File: src/rtl/id_stage.sv
// id_stage: LoongArch32-Reduced decode stage with register file, RAW hazard handling and branch resolution.
// Define ID_FORWARD_EN to bypass ES/MS/WS results (only load-use stalls); otherwise any ES/MS match stalls.
module id_stage (
    input  logic         clk,
    input  logic         reset,
    input  logic         fs_to_ds_valid,
    input  logic [63:0]  fs_to_ds_bus,
    output logic         ds_allow_in,
    output logic [32:0]  br_bus,
    input  logic         es_allowin,
    output logic         ds_to_es_valid,
    output logic [149:0] ds_to_es_bus,
    input  logic [39:0]  es_fwd_bus,
    input  logic [38:0]  ms_fwd_bus,
    input  logic [37:0]  ws_to_rf_bus
);

    logic        ds_valid;
    logic [31:0] ds_pc;
    logic [31:0] ds_inst;
    logic        ds_ready_go;
    logic        br_taken;
    logic [31:0] br_target;

    logic        es_valid, es_gr_we, es_res_from_mem;
    logic [4:0]  es_dest;
    logic [31:0] es_result;
    logic        ms_valid, ms_gr_we;
    logic [4:0]  ms_dest;
    logic [31:0] ms_result;
    logic        rf_we;
    logic [4:0]  rf_waddr;
    logic [31:0] rf_wdata;

    assign {es_valid, es_gr_we, es_res_from_mem, es_dest, es_result} = es_fwd_bus;
    assign {ms_valid, ms_gr_we, ms_dest, ms_result}                  = ms_fwd_bus;
    assign {rf_we, rf_waddr, rf_wdata}                                = ws_to_rf_bus;

    logic [4:0] rd, rj, rk;
    assign rd = ds_inst[4:0];
    assign rj = ds_inst[9:5];
    assign rk = ds_inst[14:10];

    logic inst_add_w, inst_sub_w, inst_slt, inst_sltu, inst_and, inst_or, inst_xor, inst_nor;
    logic inst_slli_w, inst_srli_w, inst_srai_w, inst_addi_w, inst_lu12i_w, inst_ld_w, inst_st_w;
    logic inst_jirl, inst_b, inst_bl, inst_beq, inst_bne;
    logic is_3r, is_shift;

    assign inst_add_w   = ds_inst[31:15] == 17'b00000000000100000;
    assign inst_sub_w   = ds_inst[31:15] == 17'b00000000000100010;
    assign inst_slt     = ds_inst[31:15] == 17'b00000000000100100;
    assign inst_sltu    = ds_inst[31:15] == 17'b00000000000100101;
    assign inst_nor     = ds_inst[31:15] == 17'b00000000000101000;
    assign inst_and     = ds_inst[31:15] == 17'b00000000000101001;
    assign inst_or      = ds_inst[31:15] == 17'b00000000000101010;
    assign inst_xor     = ds_inst[31:15] == 17'b00000000000101011;
    assign inst_slli_w  = ds_inst[31:15] == 17'b00000000010000001;
    assign inst_srli_w  = ds_inst[31:15] == 17'b00000000010001001;
    assign inst_srai_w  = ds_inst[31:15] == 17'b00000000010010001;
    assign inst_addi_w  = ds_inst[31:22] == 10'b0000001010;
    assign inst_ld_w    = ds_inst[31:22] == 10'b0010100010;
    assign inst_st_w    = ds_inst[31:22] == 10'b0010100110;
    assign inst_lu12i_w = ds_inst[31:25] == 7'b0001010;
    assign inst_jirl    = ds_inst[31:26] == 6'b010011;
    assign inst_b       = ds_inst[31:26] == 6'b010100;
    assign inst_bl      = ds_inst[31:26] == 6'b010101;
    assign inst_beq     = ds_inst[31:26] == 6'b010110;
    assign inst_bne     = ds_inst[31:26] == 6'b010111;

    assign is_3r    = inst_add_w | inst_sub_w | inst_slt | inst_sltu |
                      inst_and | inst_or | inst_xor | inst_nor;
    assign is_shift = inst_slli_w | inst_srli_w | inst_srai_w;

    logic [11:0] alu_op;
    assign alu_op = {inst_lu12i_w, inst_srai_w, inst_srli_w, inst_slli_w, inst_xor, inst_or,
                     inst_nor, inst_and, inst_sltu, inst_slt, inst_sub_w,
                     inst_add_w | inst_addi_w | inst_ld_w | inst_st_w | inst_jirl | inst_bl};

    logic src1_is_pc, src2_is_imm;
    assign src1_is_pc  = inst_jirl | inst_bl;
    assign src2_is_imm = is_shift | inst_addi_w | inst_lu12i_w | inst_ld_w | inst_st_w |
                         inst_jirl | inst_bl;

    logic [31:0] imm_si12, imm_ui5, imm_lu12i, offs16, offs26, imm, br_offs;
    assign imm_si12  = {{20{ds_inst[21]}}, ds_inst[21:10]};
    assign imm_ui5   = {27'b0, ds_inst[14:10]};
    assign imm_lu12i = {ds_inst[24:5], 12'b0};
    assign offs16    = {{14{ds_inst[25]}}, ds_inst[25:10], 2'b00};
    assign offs26    = {{4{ds_inst[9]}}, ds_inst[9:0], ds_inst[25:10], 2'b00};

    always_comb begin
        imm = '0;
        if (inst_bl | inst_jirl)                       imm = 32'd4;
        else if (inst_lu12i_w)                         imm = imm_lu12i;
        else if (is_shift)                             imm = imm_ui5;
        else if (inst_addi_w | inst_ld_w | inst_st_w)  imm = imm_si12;
        else if (inst_beq | inst_bne)                  imm = offs16;
        else if (inst_b)                               imm = offs26;
    end

    assign br_offs = (inst_b | inst_bl) ? offs26 : offs16;

    logic       gr_we_raw, gr_we;
    logic [4:0] dest;
    assign gr_we_raw = is_3r | is_shift | inst_addi_w | inst_lu12i_w | inst_ld_w | inst_jirl | inst_bl;
    assign dest      = !gr_we_raw ? 5'd0 : (inst_bl ? 5'd1 : rd);
    assign gr_we     = gr_we_raw && (dest != 5'd0);

    // Source 2 comes from rd for compare/store ops, otherwise rk.
    logic [4:0] rs1, rs2;
    logic       rs1_used, rs2_used;
    assign rs1      = rj;
    assign rs2      = (inst_beq | inst_bne | inst_st_w) ? rd : rk;
    assign rs1_used = is_3r | is_shift | inst_addi_w | inst_ld_w | inst_st_w |
                      inst_jirl | inst_beq | inst_bne;
    assign rs2_used = is_3r | inst_beq | inst_bne | inst_st_w;

    logic [31:0] rf [32];
    logic [31:0] rf_rdata1, rf_rdata2;

    always_ff @(posedge clk) begin
        if (rf_we && rf_waddr != 5'd0)
            rf[rf_waddr] <= rf_wdata;
    end

    assign rf_rdata1 = (rs1 == 5'd0) ? '0 : (rf_we && rf_waddr == rs1) ? rf_wdata : rf[rs1];
    assign rf_rdata2 = (rs2 == 5'd0) ? '0 : (rf_we && rf_waddr == rs2) ? rf_wdata : rf[rs2];

    logic es_hit1, es_hit2, ms_hit1, ms_hit2;
    assign es_hit1 = rs1_used && rs1 != 5'd0 && es_valid && es_gr_we && es_dest == rs1;
    assign es_hit2 = rs2_used && rs2 != 5'd0 && es_valid && es_gr_we && es_dest == rs2;
    assign ms_hit1 = rs1_used && rs1 != 5'd0 && ms_valid && ms_gr_we && ms_dest == rs1;
    assign ms_hit2 = rs2_used && rs2 != 5'd0 && ms_valid && ms_gr_we && ms_dest == rs2;

    logic [31:0] rj_value, rkd_value;
`ifdef ID_FORWARD_EN
    assign rj_value    = es_hit1 ? es_result : ms_hit1 ? ms_result : rf_rdata1;
    assign rkd_value   = es_hit2 ? es_result : ms_hit2 ? ms_result : rf_rdata2;
    assign ds_ready_go = !((es_hit1 || es_hit2) && es_res_from_mem);
`else
    logic unused_fwd;
    assign unused_fwd  = ^{es_result, ms_result, es_res_from_mem};
    assign rj_value    = rf_rdata1;
    assign rkd_value   = rf_rdata2;
    assign ds_ready_go = !(es_hit1 || es_hit2 || ms_hit1 || ms_hit2);
`endif

    assign br_taken  = ds_valid && ds_ready_go &&
                       (inst_b | inst_bl | inst_jirl |
                        (inst_beq && rj_value == rkd_value) |
                        (inst_bne && rj_value != rkd_value));
    assign br_target = br_taken ? ((inst_jirl ? rj_value : ds_pc) + br_offs) : '0;
    assign br_bus    = {br_taken, br_target};

    assign ds_allow_in    = !ds_valid || (ds_ready_go && es_allowin);
    assign ds_to_es_valid = ds_valid && ds_ready_go;
    assign ds_to_es_bus   = {alu_op, src1_is_pc, src2_is_imm, inst_st_w, inst_ld_w, gr_we, dest,
                             imm, rj_value, rkd_value, ds_pc};

    // A taken branch leaving decode squashes whatever fetch hands over in the same cycle.
    always_ff @(posedge clk or posedge reset) begin
        if (reset) begin
            ds_valid <= 1'b0;
            ds_pc    <= '0;
            ds_inst  <= '0;
        end else begin
            if (ds_allow_in)
                ds_valid <= fs_to_ds_valid && !br_taken;
            if (fs_to_ds_valid && ds_allow_in)
                {ds_pc, ds_inst} <= fs_to_ds_bus;
        end
    end

endmodule

File: config.mk
export PLATFORM = sky130hd
export DESIGN_NAME = id_stage
export DESIGN_NICKNAME = d
export VERILOG_FILES = /design/src/rtl/id_stage.sv
export SDC_FILE = /design/constraint.sdc
export NUM_CORES = 2
export LEC_CHECK = 0
export ABC_CLOCK_PERIOD_IN_PS = 14580
export CAP_MARGIN = 40
export CORE_MARGIN = 5
export CORE_UTILIZATION = 40
export CTS_BUF_LIST = sky130_fd_sc_hd__clkbuf_8
export DETAILED_ROUTE_END_ITERATION = 8
export SYNTH_ARGS = -nofsm -noshare
export SYNTH_HDL_FRONTEND = slang
export SYNTH_SLANG_ARGS = --single-unit
File: constraint.sdc
create_clock -name clk -period 14.58 [get_ports clk]
set_input_delay 2.916 -clock clk [delete_from_list [all_inputs] [get_ports clk]]
set_output_delay 2.916 -clock clk [all_outputs]
set_load 0.02 [all_outputs]
# --- Word-level counts from Yosys, hierarchy flattened ---
# Memory sizes are Yosys's and may differ from the RTL's.
# Index checks and enable logic that the tools add are counted.
totals:
  reg_bits: 65
  word_cells: 132
  mem_bits_rw: 1024
  memories: 1
classes:
  n_bitwise: 43
  eq_ne: 28
  addsub: 1
  reduce_logical: 38
  muxes: 18
mem_list:
  columns: ["memory", "depth", "width", "rd", "rd_ports_with_merged_regs", "write_ports", "line_no", "text"]
  rows:
  - ["rf", 32, 32, 2, 0, 1, "118", "logic [31:0] rf [32];"]
ops:
  columns: ["cell", "n"]
  rows:
  - ["32-bit 2-to-1 mux", 13]
  - ["17-bit by 6-bit equality test with 1-bit output (second input constant)", 8]
  - ["17-bit by 8-bit equality test with 1-bit output (second input constant)", 3]
  - ["1-bit OR", 43]
  - ["32-bit adder", 1]
  - ["32-bit equality test", 1]
  - ["32-bit inequality test", 1]
  - ["5-bit equality test", 6]
  - ["6-bit by 5-bit equality test with 1-bit output (second input constant)", 5]
  - ["1-bit logical AND", 25]
  - ["10-bit by 8-bit equality test with 1-bit output (second input constant)", 2]
  - ["5-bit nonzero test", 4]
  - ["5-bit 2-to-1 mux", 3]
  - ["10-bit by 4-bit equality test with 1-bit output (second input constant)", 1]
  - ["5-bit logical NOT", 2]
  - ["7-bit by 4-bit equality test with 1-bit output (second input constant)", 1]
  - ["1-bit logical OR", 4]
  - ["1-bit logical NOT", 3]
  - ["1-bit 2-to-1 mux", 2]

# --- Depth between registers and ports, before layout ---
depth:
  ltp_word: 27
  depth_mapped: 29
  depth_no_buf: 23

# --- Worst setup path after synthesis ---
# No wires, ideal clock.
synth_timing:
  kind: "input -> output"
  start: "input port ws_to_rf_bus[34]"
  end: "output port br_bus[30]"
  cell_stages: 27
  setup_slack_ns: 3.617
  arrival_time_ns: 8.047
  path_buffers: 4
  required_time_ns: 11.664
  cell_sequence: "clkbuf_1 -> xnor2_1 -> nand4_1 -> nor3_1 -> clkbuf_1 -> clkbuf_1 -> clkbuf_1 -> a32o_1 -> nor2b_1 -> a21o_1 -> inv_1 -> fa_1 -> nor2b_1 -> o21ai_0 -> a21boi_0 -> o21ai_0 -> a21oi_1 -> a41oi_1 -> o2111a_1 -> o31ai_1 -> o21ai_0 -> nand2b_1 -> a21o_1 -> a211oi_1 -> a21oi_1 -> xor2_1 -> and2_1"
synth_via:
  elab_chain_len: 10
  elab_cells_between_ends: 18
synth_lines:
  columns: ["item", "line_no", "text"]
  rows:
  - ["from (decl)", "15", "input logic [37:0] ws_to_rf_bus"]
  - ["5-bit equality test (*)", "126", "assign rf_rdata1 = (rs1 == 5'd0) ? '0 : (rf_we && rf_waddr == rs1) ? rf_wdata : rf[rs1];"]
  - ["1-bit logical AND (*)", "126", null]
  - ["32-bit 2-to-1 mux (*) (2 in a row)", "126", null]
  - ["named net ds_to_es_bus[67]", "12", "output logic [149:0] ds_to_es_bus,"]
  - ["branches (longest 5 deep; another with 32-bit adder)", null, null]
  - ["32-bit 2-to-1 mux (*)", "152", "assign br_target = br_taken ? ((inst_jirl ? rj_value : ds_pc) + br_offs) : '0;"]
  - ["to (decl)", "9", "output logic [32:0] br_bus,"]
# Mark *: on every way through the listed nets, which the timed path passes.

# --- Worst setup path in the final report ---
layout_timing:
  start: "register ds_inst[22]"
  end: "output port br_bus[4]"
layout_via:
  elab_chain_len: 26
  elab_cells_between_ends: 71
layout_lines:
  columns: ["item", "line_no", "text"]
  rows:
  - ["from (decl)", "20", "logic [31:0] ds_inst;"]
  - ["from (signal assigned)", "170", "{ds_pc, ds_inst} <= fs_to_ds_bus;"]
  - ["17-bit by 6-bit equality test with 1-bit output, on equally long branches", "49, 50", null]
  - ["1-bit OR (4 in a row)", "70", "assign is_3r = inst_add_w | inst_sub_w | inst_slt | inst_sltu |"]
  - ["1-bit OR (3 in a row)", "71", "inst_and | inst_or | inst_xor | inst_nor;"]
  - ["1-bit OR (5 in a row)", "114", "assign rs1_used = is_3r | is_shift | inst_addi_w | inst_ld_w | inst_st_w |"]
  - ["1-bit OR (2 in a row)", "115", "inst_jirl | inst_beq | inst_bne;"]
  - ["1-bit logical AND", "130, 132", null]
  - ["1-bit logical AND (3 in a row)", "130", "assign es_hit1 = rs1_used && rs1 != 5'd0 && es_valid && es_gr_we && es_dest == rs1;"]
  - ["1-bit logical OR (3 in a row)", "145", "assign ds_ready_go = !(es_hit1 || es_hit2 || ms_hit1 || ms_hit2);"]
  - ["1-bit logical NOT", "145", null]
  - ["1-bit logical AND", "148", "assign br_taken = ds_valid && ds_ready_go &&"]
  - ["1-bit logical AND (*)", "148", null]
  - ["32-bit 2-to-1 mux (*)", "152", null]
# Every way passes the cells marked *; elsewhere a longest branch is shown, timed or not.

==> out/results.ini <==
[sta]
tightest_slew_ns=1.17
finalMaxSlewViolations=0
slew_headroom_pct=22.2
rsz0062_at_grt=no
finalCriticalPeriod_ns=13.13
post-route-period-util_pct=90.1
fin_setup_tns_ns=0
setup_violations=0
worst_hold_slack_ns=0.534
fmax_mhz=76.1
finClkSkew_ns=0.0428
finalHoldViolCount=0

[place]
place_congestion=0.895
dpl.hpwl_um=133000
placed_cells=6276
io_buffers=304

[pwr]
finalPower_mw=8.89
cellPowerDensity_nw_per_um2=136
leakage_nw=22.7
peakVddDrop_v=0.0000736

[cells_and_area]
syn2layout_area_growth_pct=16.2
num-nets-final=4798
drive_gt1_share_pct=17.9
finalNonFillerCells=6608
post-route-util_pct=46.8
layout_commonest_cell=edfxtp_1
final_cell_mix=edfxtp_1, nand2_1, mux2i_1, clkdlybuf4s50_1, mux4_2
seqCellArea_sq_um=32400
num-fill-cells=12500
multi_input_area_sq_um=22500

[grt]
grt_max_degree=159
track_usage_pct=29.0
grt_pass1_vias=40900
gr-total-overflow=0
antenna_found_initial=12
grt_pass1_wl_um=306000

[setup_path]
cp_top_family=simple AND/OR/NAND/NOR gates
path_class=register to output port
worstPathArrival_ns=10.22
crit_buf_inv=3
cpMaxStageDelayCell=nor4_1
cp_cell_sequence=nor4b_2 -> nand4_1 -> inv_2 -> o211a_4 -> xnor2_1 -> nor4_1 -> nand2_2 -> buf_4 -> o22ai_1 -> o21ai_0 -> a211oi_1 -> o221ai_1 -> or4b_1 -> o311ai_1 -> o311a_4 -> nor3b_1 -> clkdlybuf4s50_1
r2r_slack_ns=6.19
crit_cells=17
critPathCaptureType=output port
cpPeakStageDelay_ns=0.80
rr_startpoint=ds_inst[22]
worstPathRequired_ns=11.66
reg2reg_to=ds_valid
crit_path_start_kind=register
crit_start=ds_inst[22]
reg2reg_depth=16
crit_path_max_fanout=34
cp-endpoint=br_bus[4]

[cts]
htreeDepth=4
clk_pin_slew_ns=0.06
ctsHoldBuffers=0
cts_tree=done
numCtsBuffers=175
cts.sinks=1089
clockBufferDepth=3
cts_root_buf=clkbuf_8
postCtsSetupRepairBufs=0
insertion_delay_ns=0.93
ctsResizeCount=0

[floorplan]
die_height_um=385
core_area_sq_um=140000
die_w_um=385
row_count=137
io_pins=370
dieArea_sq_um=148000
start_util_pct=40.3

[synthesis]
synth_sequential_area_ratio_pct=57.6
synth-main-ff-cell=edfxtp_1
synthCells=4220
synth-edff-count=1024
syn_area_sq_um=56200
synth-seq-cells=1089
async_flop_share_pct=5.97
synth_warnings=0
avgSynthCellArea_sq_um=13.3
synth_cell_types=92

[run_status]
status=completed

[route]
final_antenna_net_count=0
drt_iter0_drc=5736
post_drt_via_cell_ratio=6.35
drt-pass1-iter-count=6
drt_wl_total_um=221000
vias=42000
drc=0
wl_per_cell_um=33.4

[job]
drv_cap=0

[hold_path]
hold_path_class=register to register

==> how the worst min path moves through the flow <==
stage                      startpoint     endpoint  cells past startpoint
final                       ds_pc[31]    ds_pc[31]                      1
after CTS                   ds_pc[31]    ds_pc[31]                      1
after floorplan           ds_inst[10]  ds_inst[10]                      1
after global routing        ds_pc[31]    ds_pc[31]                      1
after global placement      ds_pc[19]    ds_pc[19]                      1
after detailed placement    ds_pc[31]    ds_pc[31]                      1
==> final cells by class <==
class | instances | area share (%)
Antenna cell | 5 | 0.0191
Clock buffer | 180 | 3.79
Clock inverter | 141 | 1.01
Inverter | 60 | 0.347
Multi-Input combinational cell | 2770 | 34.4
Sequential cell | 1089 | 49.6
Tap cell | 1876 | 3.59
Timing Repair Buffer | 487 | 7.30
==> sequential cells by signal (all words and copies together) (netlist names) <==
signal    count
ds_valid      1
ds_pc        32
ds_inst      32
rf         1024
==> report_power, final <==
part,leakage (nW),switching (mW),internal [mW]
registers,10.0,0.0988,3.49
clock network,1.85,1.28,1.18
logic,10.9,1.77,1.07
total,22.7,3.15,5.74
==> cell families (layout without fill, tap and decap cells) <==
family	Yosys count	after routing	synth area share, %
simple gates	1259	1259	10.2
flops	1089	1089	57.6
mux	713	713	18.7
compound gates	673	673	8.62
buf+inv	392	868	3.28
xor+xnor	63	63	0.981
fa+ha+maj	30	30	0.681
other cells	1	37	0.00667
==> cell usage after synthesis, types with 19 or more instances <==
cell type	n	area, sq um
and3_1	25	156
nand4_1	44	275
o2111a_1	32	360
nand2_1	609	2290
mux2i_1	336	3360
clkbuf_1	141	529
nor4_1	19	119
o211ai_1	28	210
xnor2_1	49	429
nor2_1	169	634
buf_1	41	154
nor2b_1	19	119
o2111ai_1	20	175
a311oi_1	27	236
buf_2	106	531
buf_4	28	210
a211oi_1	36	270
mux4_2	256	5770
o21ai_0	111	556
nand3_1	226	1130
inv_1	59	221
mux2_2	119	1340
dfrtp_1	65	1630
and2_1	52	325
nor3_1	29	145
a31oi_1	26	163
edfxtp_1	1024	30700
ha_1	29	363
a21oi_1	72	360
o22ai_1	98	613
a32oi_1	28	245
a22oi_1	34	255
==> per-stage QoR <==
stage                     area [sq um]  setup WS [ns]
after floorplan                  56300           3.62
after global placement           61700           1.94
after detailed placement         62200           1.84
after CTS                        65300           1.74
after global routing             65300           1.21
final                            65300           1.45
==> worst reg2reg max path, delay by kind of cell (launching register included) <==
kind | cells | cell delay [ns]
AND/OR/NAND/NOR | 6 | 3.47
flip-flops | 1 | 0.54
buffers and inverters | 2 | 1.22
AO/OA/AOI/OAI | 7 | 2.96
XOR/XNOR | 1 | 0.14
==> layer usage <==
layer,vias to the layer above,share of wire (%),global-route usage (%)
met5,-,0.021,0
met4,8,6.5,16.4
met3,641,12,8.94
met2,2871,45,45.1
met1,21200,37,36.1
li1,17300,-,-
No activity file was read; power rests on OpenSTA's default activity.
